--- config.mk ---
export PLATFORM = sky130hd
export DESIGN_NAME = bin_to_gray_4bit
export DESIGN_NICKNAME = d
export VERILOG_FILES = /design/src/rtl/bin_to_gray_4bit_pkg.sv /design/src/rtl/gray_to_bin_4bit.sv /design/src/rtl/bin_to_gray_4bit.sv
export SDC_FILE = /design/constraint.sdc
export NUM_CORES = 1
export LEC_CHECK = 0
export ABC_AREA = 1
export BUFFER_PORTS_ARGS = -buffer_cell sky130_fd_sc_hd__buf_2
export CORE_MARGIN = 3
export CORE_UTILIZATION = 35
export CTS_BUF_LIST = sky130_fd_sc_hd__clkbuf_8
export DETAILED_ROUTE_END_ITERATION = 8
export PLACE_DENSITY = 0.64
export SETUP_SLACK_MARGIN = 0.2
export SLEW_MARGIN = 40
export SYNTH_ARGS = -nofsm -noshare
export SYNTH_HDL_FRONTEND = slang
export SYNTH_SLANG_ARGS = --single-unit
--- constraint.sdc ---
create_clock -name clk -period 1.3 [get_ports clk]
set_clock_uncertainty 0.05 [all_clocks]
set_input_delay 0.13 -clock clk [delete_from_list [all_inputs] [get_ports clk]]
set_output_delay 0.13 -clock clk [all_outputs]
set_load 0.005 [all_outputs]
--- src/rtl/bin_to_gray_4bit_pkg.sv ---
// Shared Gray-code helpers: width, encode/decode functions, one-hot test.
package bin_to_gray_4bit_pkg;

    localparam int unsigned GRAY_W = 4;

    typedef logic [GRAY_W-1:0] code_t;

    // Reflected-binary encode: each bit is the XOR of itself and its upper neighbour.
    function automatic code_t bin2gray(input code_t b);
        return b ^ (b >> 1);
    endfunction

    // Decode: each binary bit is the running XOR of all Gray bits at or above it.
    function automatic code_t gray2bin(input code_t g);
        code_t b;
        b = '0;
        b[GRAY_W-1] = g[GRAY_W-1];
        for (int i = int'(GRAY_W) - 2; i >= 0; i--) begin
            b[i] = b[i+1] ^ g[i];
        end
        return b;
    endfunction

    // True when exactly one bit of v is set.
    function automatic logic is_onehot(input code_t v);
        return (v != '0) && ((v & (v - code_t'(1))) == '0);
    endfunction

endpackage

--- src/rtl/gray_to_bin_4bit.sv ---
// Combinational Gray-to-binary decoder.
module gray_to_bin_4bit
    import bin_to_gray_4bit_pkg::*;
(
    input  logic [GRAY_W-1:0] gray,
    output logic [GRAY_W-1:0] bin
);

    // Prefix-XOR decode from the MSB down.
    always_comb begin
        bin = gray2bin(gray);
    end

endmodule

--- src/rtl/bin_to_gray_4bit.sv ---
// 4-bit binary-to-Gray converter with a registered observation stage.
module bin_to_gray_4bit
    import bin_to_gray_4bit_pkg::*;
(
    input  logic              clk,
    input  logic              rst,
    input  logic [GRAY_W-1:0] bin,
    output logic [GRAY_W-1:0] gray,
    output logic [GRAY_W-1:0] gray_q,
    output logic [GRAY_W-1:0] bin_dec,
    output logic [GRAY_W-1:0] gray_diff,
    output logic              single_flip
);

    logic [GRAY_W-1:0] diff_d;

    // Zero-latency encode; independent of clk and rst.
    always_comb begin
        gray = bin ^ (bin >> 1);
    end

    // Bit-flip mask between the incoming code and the last registered one.
    always_comb begin
        diff_d = gray ^ gray_q;
    end

    // Observation register bank; reset discards history so the next edge compares against zero.
    always_ff @(posedge clk or posedge rst) begin
        if (rst) begin
            gray_q      <= '0;
            gray_diff   <= '0;
            single_flip <= 1'b0;
        end else begin
            gray_q      <= gray;
            gray_diff   <= diff_d;
            single_flip <= is_onehot(diff_d);
        end
    end

    gray_to_bin_4bit u_dec (
        .gray (gray_q),
        .bin  (bin_dec)
    );

endmodule

Yosys cells after proc, flatten, opt, wreduce, memory -nomap -nowiden
Cells that the tools add are included.

Output and inout bits: 17. Logic and storage cells: 13. Bits of input ports: 6. Bits in registers: 9.

Reduce and logical (&&, ||, !) cells: 3. Bitwise logic cells: 6. $add $sub $neg: 1.

Operators by type and width (count): 4-bit AND (1); 4-bit logical NOT (1); 4-bit nonzero test (1); 4-bit by 1-bit subtractor with 4-bit output, second input constant (1); 4-bit by 3-bit bitwise XOR with 4-bit output (1); 4-bit bitwise XOR (1); 1-bit bitwise XOR (3); 1-bit logical AND (1).

Logic depth before layout (Yosys ltp)
Gate-level depths: netlist of the first run.

Word-level depth: 6. Depth in mapped cells: 9. Gate-level depth less buffers: 9.

Hierarchy
From an unflattened synthesis of the first run, not the netlist that was laid out.

Cell total of the unflattened synthesis: 77. Area, all modules: 546.8 sq um.

By module, submodules not included: bin_to_gray_4bit (sequential area each 225.2 sq um, cells an instance 59, instances 1, area each 452.9 sq um); gray_to_bin_4bit (sequential area each 0.0 sq um, cells an instance 18, instances 1, area each 93.8 sq um).

Worst setup path after synthesis of the first run
No wires, ideal clock.

Kind: reg2out. Start: reg gray_q[2]. End: out bin_dec[0]. Buffers on the path: 0. Path slack: 26 ps. Stages on the path, launching flop included: 4. Arrival time: 1094 ps. Path through: dfrtp_1 xor2_1 xor2_1 xor2_1.

Longest elaborated chain between the ends: 3.

Ends and longest elaborated chain: start: declaration (line bin_to_gray_4bit.sv:9) `output logic [GRAY_W-1:0] gray_q,`; start signal: assignment (line bin_to_gray_4bit.sv:34) `gray_q <= gray;`; 1-bit bitwise XOR (line bin_to_gray_4bit_pkg.sv:19) `b[i] = b[i+1] ^ g[i];`; via bin_dec[2] (line bin_to_gray_4bit.sv:10) `output logic [GRAY_W-1:0] bin_dec,`; 1-bit bitwise XOR (line bin_to_gray_4bit_pkg.sv:19); via bin_dec[1] (line bin_to_gray_4bit.sv:10); 1-bit bitwise XOR (line bin_to_gray_4bit_pkg.sv:19); end: declaration (line bin_to_gray_4bit.sv:10).

The timed path passes the listed nets, and every way through them passes these cells.

Worst setup path after layout of the first run
Start: reg gray_q[2]. End: out bin_dec[0].

Longest elaborated chain between the ends: 3.

Ends and longest elaborated chain (line): 1-bit bitwise XOR (3 in a row) (bin_to_gray_4bit_pkg.sv:19).

No other way between the ends.

==> results of run 1 <==
## metrics by stage
step	setup TNS [ps]	hold slack (ps)	instance area, sq um
2_1_floorplan	0	-92.1	477
3_3_place_gp	0	51.7	604
3_5_place_dp	0	55.4	604
4_1_cts	-309	36.5	667
5_1_grt	-512	37.4	707
6_report	-266	53.1	707
## timing repair
| action | CTS | global route |
|---|---|---|
| setup buffers | 0 | 1 |
| resized for setup | 1 | 7 |
| hold buffers | 1 | 0 |
| setup endpoints to repair | 4 | 7 |
| pin swaps | 2 | 5 |
| endpoints found under the hold margin | 9 | 0 |
## worst max-delay path: cells and delay by family (launching register included)
kind | cells | cell delay [ps]
xor gates and xnor gates | 3 | 560
DFF | 1 | 400
buffers and inverters | 1 | 120
## state kept, by name, summed over array words and instances, names as in the netlist
name and flops:
gray_diff 4, gray_q 4, single_flip 1
## cells in the final DEF (no fill, tap or decap), drive strengths merged
master and n:
xor2 4, nor2 3, dfrtp 9, dlygate4sd3 1, buf 25, nand2 26
clkbuf 3, nand3b 1, nand3 8, inv 11
## power by group
group,total [mW],internal (mW),switching (mW)
combinational,0.207,0.0985,0.109
clock,0.309,0.205,0.104
sequential,0.323,0.309,0.0143
## final cells by class
cell class                 instances  area (sq um)  share of cell area [%]
multi-input combinational         42           219                    31.0
clock inverter                     1          3.75                   0.531
sequential                         9           225                    31.9
tap                               14          17.5                    2.48
inverter                          10          37.5                    5.31
timing repair buffer              26           163                    23.0
clock buffer                       3          41.3                    5.84
## final timing paths
kind	from	to	slack, ps	depth (start not counted)
max in group asynchronous	rst	gray_q[1]$_DFF_PP0_	600	3
setup reg to reg	gray_q[2]$_DFF_PP0_	single_flip$_DFF_PP0_	20	10
setup / recovery	gray_q[2]$_DFF_PP0_	bin_dec[0]	-200	4
hold / removal	bin[3]	gray_q[3]$_DFF_PP0_	50	1
hold reg to reg	gray_q[3]$_DFF_PP0_	gray_diff[3]$_DFF_PP0_	590	2
min in group asynchronous	rst	single_flip$_DFF_PP0_	350	3
## kinds of logic after synthesis
kind of cell,after synthesis,share of synthesized area (%)
AND/OR/NAND/NOR,38,33.3
flip-flops,9,48.0
XOR/XNOR,4,7.47
buffers and inverters,12,11.2
## routing by layer
layer / share of wire, % / up-vias / GRT usage, %
met3: 8.2 / 2 / 6.44
met4: 1.5 / 0 / 7.45
li1: - / 240 / -
met5: 0 / - / 0
met1: 37 / 208 / 11.8
met2: 53 / 17 / 19.5
==> results.ini, run 1 <==
[sta]
setup_slack_ps=-195
maxSlewViolCount=0
rsz0062_at_grt=yes
worst_pin_slew_ps=344
relSlewSlack_pct=77.0
period_share_pct=115
setup_violations=2
fmax_ghz=0.669
period_needed_ps=1500
finalHoldViolCount=0

[place]
place_inst=99
port-buffer-count=22
pre_cts_ws_ps=31.1
place_congestion=0.733
dpl.hpwl_um=784

[floorplan]
fp.dieW_um=42.6
die_area_sq_mm=0.00182
initial_utilization_pct=39.6
core_area_sq_mm=0.00119
die_y_um=42.6
fp-row-count=12
ios=23

[cells_and_area]
fin_nets=98
areaGrowthSynthToFinish_pct=50.7
layout.cells.non_filler=105
final_layout_size_suffix_gt1_share_pct=36.3
n_antenna_cell=0
fin_util_pct=59.6
fillers=110

[logic_synthesis]
syn_area_sq_um=469
yosysWarningCount=0
synth_most_common_cell=nand2_1
yosysSeqAreaShare_pct=48.0
synth_edf_count=0
synth_top_area_share_pct=48.0
ys_seq_elements=9
postSynthAreaPerCell_sq_um=7.45
syn_nets=69
synth_cell_types=8
synthArstFlopShare_pct=100
synthTopCellsByCount=nand2_1 (26), inv_1 (10), dfrtp_1 (9), nand3_1 (8), xor2_1 (4)
synth_area_leaders=dfrtp_1 (48%), nand2_1 (21%), nand3_1 (8.5%)
syn-instance-count=63
yosys.area.top_type=dfrtp_1
synth-main-ff-cell=dfrtp_1

[setup_path]
cp.arrival_ps=1320
cp_common_cell=xor2_1
slowest_stage=dfrtp_1
cp_cell_sequence=xor2_2 > xor2_1 > xor2_1 > buf_2
slowest_delay_ps=400
critPathRequiredTime_ps=1120
cp-start-kind=register
critical_path_class=reg2out
path_max_fanout=2
worstSetupEndpointType=output pin

[route]
num_vias=467
first_iter_violations=14
routed_via_density=4.45
first_pass_iters=4
drc=0
drt_wl_total_mm=1.05
wl_per_cell_um=10.0
antenna_left=0

[run_status]
status=finished with violations
violations=negative setup slack

[global_route]
grt_max_degree=10
first_global_vias=398
grt_pass1_wl_mm=1.55
overflow=0
grt.total_usage_pct=12.0
antenna_found_initial=0

[clocking]
cts_root_buf=clkbuf_8
cts_tree=done
clockBufferDepth=2
clk-insertion-delay-late_ps=230
clk_pin_slew_ps=40
htreeDepth=1
cts_sinks=9
cts_buffers=3

[power]
power_density_mw_per_mm2=1190
worst_ir_drop_vdd_uv=970
leakage_nw=0.425
finalPower_mw=0.839

[min_path]
min_path_type=in2reg

[flow_run]
drv_cap=0

(Power assumes the default switching activity.)
==> run 2: changes to the inputs <==
Settings changed: CORE_AREA set to 3 3 40 42, CORE_MARGIN 3 to unset, CORE_UTILIZATION 35 to unset, DIE_AREA set to 0 0 43 45.
==> results.ini, run 2 (same netlist as run 1, synthesis figures left out) <==
[setup_path]
cp-start-kind=register
reg2reg_slack_ps=20  ; about the same
critPathRequiredTime_ps=1120  ; about the same
cp.arrival_ps=1370  ; +50 ps
critical_path_class=reg2out
path_max_fanout=2  ; unchanged
worstSetupEndpointType=output pin

[clocking]
cts_buffers=3  ; unchanged
clk_pin_slew_ps=40  ; about the same
clk-insertion-delay-late_ps=220  ; about the same
clockBufferDepth=2  ; unchanged
htreeDepth=1  ; unchanged
cts_sinks=9  ; unchanged
cts_root_buf=clkbuf_8
cts_tree=done

[power]
leakage_nw=0.449  ; +5.7%
p_clk_share_pct=34.5  ; -2.3 points
p_comb_share_pct=28.4  ; +3.7 points
power_density_mw_per_mm2=1140  ; -4.3%
p_sw_share_pct=26.9  ; -0.073 points
p_int_mw=0.639  ; +4.3%
finalPower_mw=0.874  ; +4.2%
worst_ir_drop_vdd_uv=499  ; -49%
power_frac_seq_pct=37.1  ; -1.4 points
p_switching_mw=0.236  ; +3.9%

[place]
dpl.hpwl_um=793  ; +1.0%
placed_area_sq_um=606  ; +0.21%
place_congestion=0.800  ; +9.1%
port-buffer-count=22  ; unchanged
pre_cts_ws_ps=4.02  ; -27.1 ps
place_inst=100  ; +1.0%

[sta]
finalSetupTns_ps=-417  ; -151 ps
period_needed_ps=1550  ; +52.5 ps
worst_pin_slew_ps=342  ; -2.16 ps
maxSlewViolCount=0  ; unchanged
relSlewSlack_pct=77.2  ; +0.14 points
setup_violations=3  ; +1
fmax_ghz=0.646  ; -3.4%
period_share_pct=119  ; +4.0 points
setup_slack_ps=-248  ; -52.5 ps
rsz0062_at_grt=yes
whs_ps=76.8  ; +23.6 ps
finalHoldViolCount=0  ; unchanged

[cells_and_area]
layout.cells.non_filler=110  ; +4.8%
final_common_cell=nand2_1
final_layout_size_suffix_gt1_share_pct=43.2  ; +6.9 points
multiInputGateArea_sq_um=243  ; +11%
areaGrowthSynthToFinish_pct=64.0
fin_nets=102  ; +4.1%
regArea_sq_um=225  ; unchanged
n_antenna_cell=0  ; unchanged
largest_registers=gray_diff x4, gray_q x4, single_flip x1
fillers=116  ; +5.5%
final_cell_mix=nand2_1 (23), buf_2 (20), inv_1 (10), dfrtp_1 (9)
final_cell_area_sq_um=769  ; +8.8%
fin_util_pct=59.9  ; +0.28 points

[route]
drc=0  ; unchanged
antenna_left=0  ; unchanged
wl_per_cell_um=9.55  ; -4.8%
first_iter_violations=3  ; -11
num_vias=481  ; +3.0%
routed_via_density=4.37  ; -1.7%
first_pass_iters=4  ; unchanged
drt_wl_total_mm=1.05  ; -0.28%

[floorplan]
fp-row-count=13  ; +1
die_area_sq_mm=0.00194  ; +6.6%
initial_utilization_pct=36.5  ; -3.0 points
die_y_um=45  ; +5.6%
fp.dieW_um=43  ; +0.90%
core_area_sq_mm=0.00128  ; +8.3%
ios=23  ; unchanged

[global_route]
overflow=0  ; unchanged
grt_max_degree=10  ; unchanged
first_global_vias=398  ; unchanged
antenna_found_initial=0  ; unchanged
grt.total_usage_pct=10.8  ; -1.2 points
grt_pass1_wl_mm=1.58  ; +1.8%

[run_status]
status=finished with violations
violations=negative setup slack

[flow_run]
drv_cap=0  ; unchanged

[min_path]
min_path_type=in2reg

run 2: cell count changes in the layout (fill, tap and decap cells not counted):
cell / change
xor2_1: -1
inv_1: -1
nand2_2: +2
xor2_4: +1
inv_2: +1
buf_6: +2
buf_4: +2
nand2_1: -2
run 2: final timing paths:
check / to / depth (start not counted) / start
setup / recovery: bin_dec[0] / 4 / gray_q[2]$_DFF_PP0_
hold / removal: gray_q[3]$_DFF_PP0_ / 1 / bin[3]
setup reg to reg: single_flip$_DFF_PP0_ / 7 / gray_q[3]$_DFF_PP0_
hold reg to reg: gray_diff[0]$_DFF_PP0_ / 2 / gray_q[0]$_DFF_PP0_
max in group asynchronous: single_flip$_DFF_PP0_ / 3 / rst
min in group asynchronous: gray_q[1]$_DFF_PP0_ / 3 / rst
run 2: area by class of cell:
cell class / instances / area share [%]
timing repair buffer: 30 / 26.0
sequential: 9 / 29.3
clock inverter: 1 / 0.488
inverter: 10 / 4.88
tap: 15 / 2.44
clock buffer: 3 / 5.37
multi-input combinational: 42 / 31.5
run 2: worst max-delay path, stage by stage, from the launching register on:
cell     delay (ps)
dfrtp_1         410
xor2_2          250
xor2_2          200
xor2_1          160
buf_2           130
run 2: power by group through the flow:
stage | combinational [mW] | clock, mW | sequential, mW
after floorplan | 0.0986 | 0 | 0.333
after global placement | 0.187 | 0 | 0.327
after detailed placement | 0.191 | 0 | 0.327
after CTS | 0.222 | 0.307 | 0.323
after global routing | 0.277 | 0.329 | 0.326
final | 0.249 | 0.302 | 0.324
run 2: routing by layer:
layer | share of wire (%) | vias to the layer above | wire length (um) | track usage [%]
li1 | - | 248 | - | -
met3 | 7.0 | 2 | 74 | 2.39
met4 | 1.5 | 0 | 16 | 5.42
met2 | 49 | 16 | 517 | 18.6
met5 | 0 | - | 0 | 0
met1 | 42 | 215 | 443 | 12.8
run 2: timing repair:
action                                 CTS  global route
buffers inserted                         3             2
resized for setup                        6             9
setup endpoints to repair                4             6
hold buffers                             1             0
endpoints found under the hold margin    9             0
pin swaps                                3             8
==> run 3: changes to the inputs <==
Settings changed: SETUP_SLACK_MARGIN 0.2 to 0.02.
==> results.ini, run 3 (same netlist as run 1, synthesis figures left out) <==
[clocking]
htreeDepth=1  ; unchanged
clk-insertion-delay-late_ps=220  ; about the same
cts_root_buf=clkbuf_8
cts_buffers=3  ; unchanged
clockBufferDepth=2  ; unchanged
cts_sinks=9  ; unchanged
clk_pin_slew_ps=40  ; about the same
cts_tree=done

[setup_path]
cp-start-kind=register
crit_buf_inv=1  ; unchanged
rr_startpoint=gray_q[3]$_DFF_PP0_
cp_common_cell=xor2_1
slowest_stage=dfrtp_1
cp.arrival_ps=1360  ; about the same
cp_cell_sequence=xor2_2 > xor2_1 > xor2_1 > buf_2
crit_path_start=gray_q[3]$_DFF_PP0_
path_max_fanout=2  ; unchanged
slowest_delay_ps=400  ; about the same
cpLargestDelayFamily=XOR/XNOR gates
critical_path_class=reg2out
critPathRequiredTime_ps=1120  ; about the same
worstSetupEndpointType=output pin

[global_route]
grt_max_degree=10  ; unchanged
grt.total_usage_pct=11.3  ; +0.45 points
overflow=0  ; unchanged
first_global_vias=391  ; -1.8%
antenna_found_initial=0  ; unchanged
grt_pass1_wl_mm=1.66  ; +4.8%

[sta]
finalHoldViolCount=0  ; unchanged
period_needed_ps=1540  ; -8.19 ps
worst_pin_slew_ps=332  ; -10.3 ps
relSlewSlack_pct=77.9  ; +0.69 points
period_share_pct=118  ; -0.63 points
fmax_ghz=0.650  ; +0.53%
maxSlewViolCount=0  ; unchanged
rsz0062_at_grt=yes
setup_violations=3  ; unchanged
setup_slack_ps=-239  ; +8.19 ps
finalSetupTns_ps=-358  ; +59.3 ps

[route]
first_iter_violations=10  ; +7
wl_per_cell_um=9.64  ; +0.95%
drc=0  ; unchanged
num_vias=468  ; -2.7%
first_pass_iters=5  ; +1
drt_wl_total_mm=1.03  ; -1.8%
antenna_left=0  ; unchanged
routed_via_density=4.37  ; about the same

[cells_and_area]
fillers=125  ; +7.8%
regArea_sq_um=225  ; unchanged
final_common_cell=nand2_1
fin_util_pct=54.7  ; -5.2 points
final_cell_area_sq_um=703  ; -8.6%
largest_registers=gray_diff x4, gray_q x4, single_flip x1
areaGrowthSynthToFinish_pct=49.9
final_cell_mix=nand2_1 (26), buf_2 (21), inv_1 (11), dfrtp_1 (9), nand3_1 (8)
final_layout_size_suffix_gt1_share_pct=34.8  ; -8.4 points
fin_nets=99  ; -2.9%
n_antenna_cell=0  ; unchanged
multiInputGateArea_sq_um=220  ; -9.3%

[floorplan]
ios=23  ; unchanged
initial_utilization_pct=36.5  ; unchanged
fp.dieW_um=43  ; unchanged
die_y_um=45  ; unchanged
die_area_sq_mm=0.00194  ; unchanged
core_area_sq_mm=0.00128  ; unchanged
fp-row-count=13  ; unchanged

[power]
leakage_nw=0.422  ; -6.0%
finalPower_mw=0.843  ; -3.6%
power_density_mw_per_mm2=1200  ; +5.5%
worst_ir_drop_vdd_uv=474  ; -5.0%

[place]
place_congestion=0.795  ; -0.64%
placed_area_sq_um=606  ; unchanged
port-buffer-count=22  ; unchanged
dpl.hpwl_um=812  ; +2.5%

[min_path]
min_path_type=in2reg
hp-start=bin[3]

[flow_run]
drv_cap=0  ; unchanged

[run_status]
status=finished with violations
violations=negative setup slack

-- run 3: repair_timing --
item	in CTS	in global routing
endpoints found under the hold margin	9	0
pin swaps	4	2
setup buffers	1	0
gates resized for setup	2	3
hold buffers	1	0
endpoints found under the setup margin	2	4
-- run 3: through the flow --
stage / instances / worst slack, ps / hold WS, ps
final: 107 / -239 / 77.4
after detailed placement: 101 / 1.57 / 54.7
after CTS: 107 / -230 / 50.8
after floorplan: 63 / 25.5 / -92.1
after global routing: 107 / -325 / 78.6
after global placement: 101 / 16.0 / 44.2
-- run 3: layout make-up --
cell class	count	share of cell area [%]
Sequential cell	9	32.0
Multi-Input combinational cell	42	31.3
Timing Repair Buffer	27	22.2
Clock buffer	3	5.87
Inverter	10	5.34
Tap cell	15	2.67
Clock inverter	1	0.534
-- run 3: worst paths after layout --
| kind | end | slack (ps) | cells after the start |
|---|---|---|---|
| min | gray_q[3]$_DFF_PP0_ | 80 | 1 |
| max | bin_dec[0] | -240 | 4 |
| min in group asynchronous | single_flip$_DFF_PP0_ | 360 | 3 |
| min reg2reg | gray_diff[0]$_DFF_PP0_ | 630 | 2 |
| max in group asynchronous | gray_q[0]$_DFF_PP0_ | 600 | 3 |
| max reg2reg | single_flip$_DFF_PP0_ | -10 | 7 |
-- run 3: power breakdown --
group          internal (mW)  switching, mW  leakage (nW)
logic                  0.102          0.111         0.288
clock network          0.205          0.100        0.0269
registers              0.309         0.0155         0.107
-- run 3: metal layers --
metal / GRT usage (%) / vias up / share of wire, %
li1: - / 243 / -
met1: 13.7 / 211 / 42
met2: 19.5 / 12 / 52
met3: 1.99 / 2 / 5.2
met4: 5.42 / 0 / 0.87
met5: 0 / - / 0
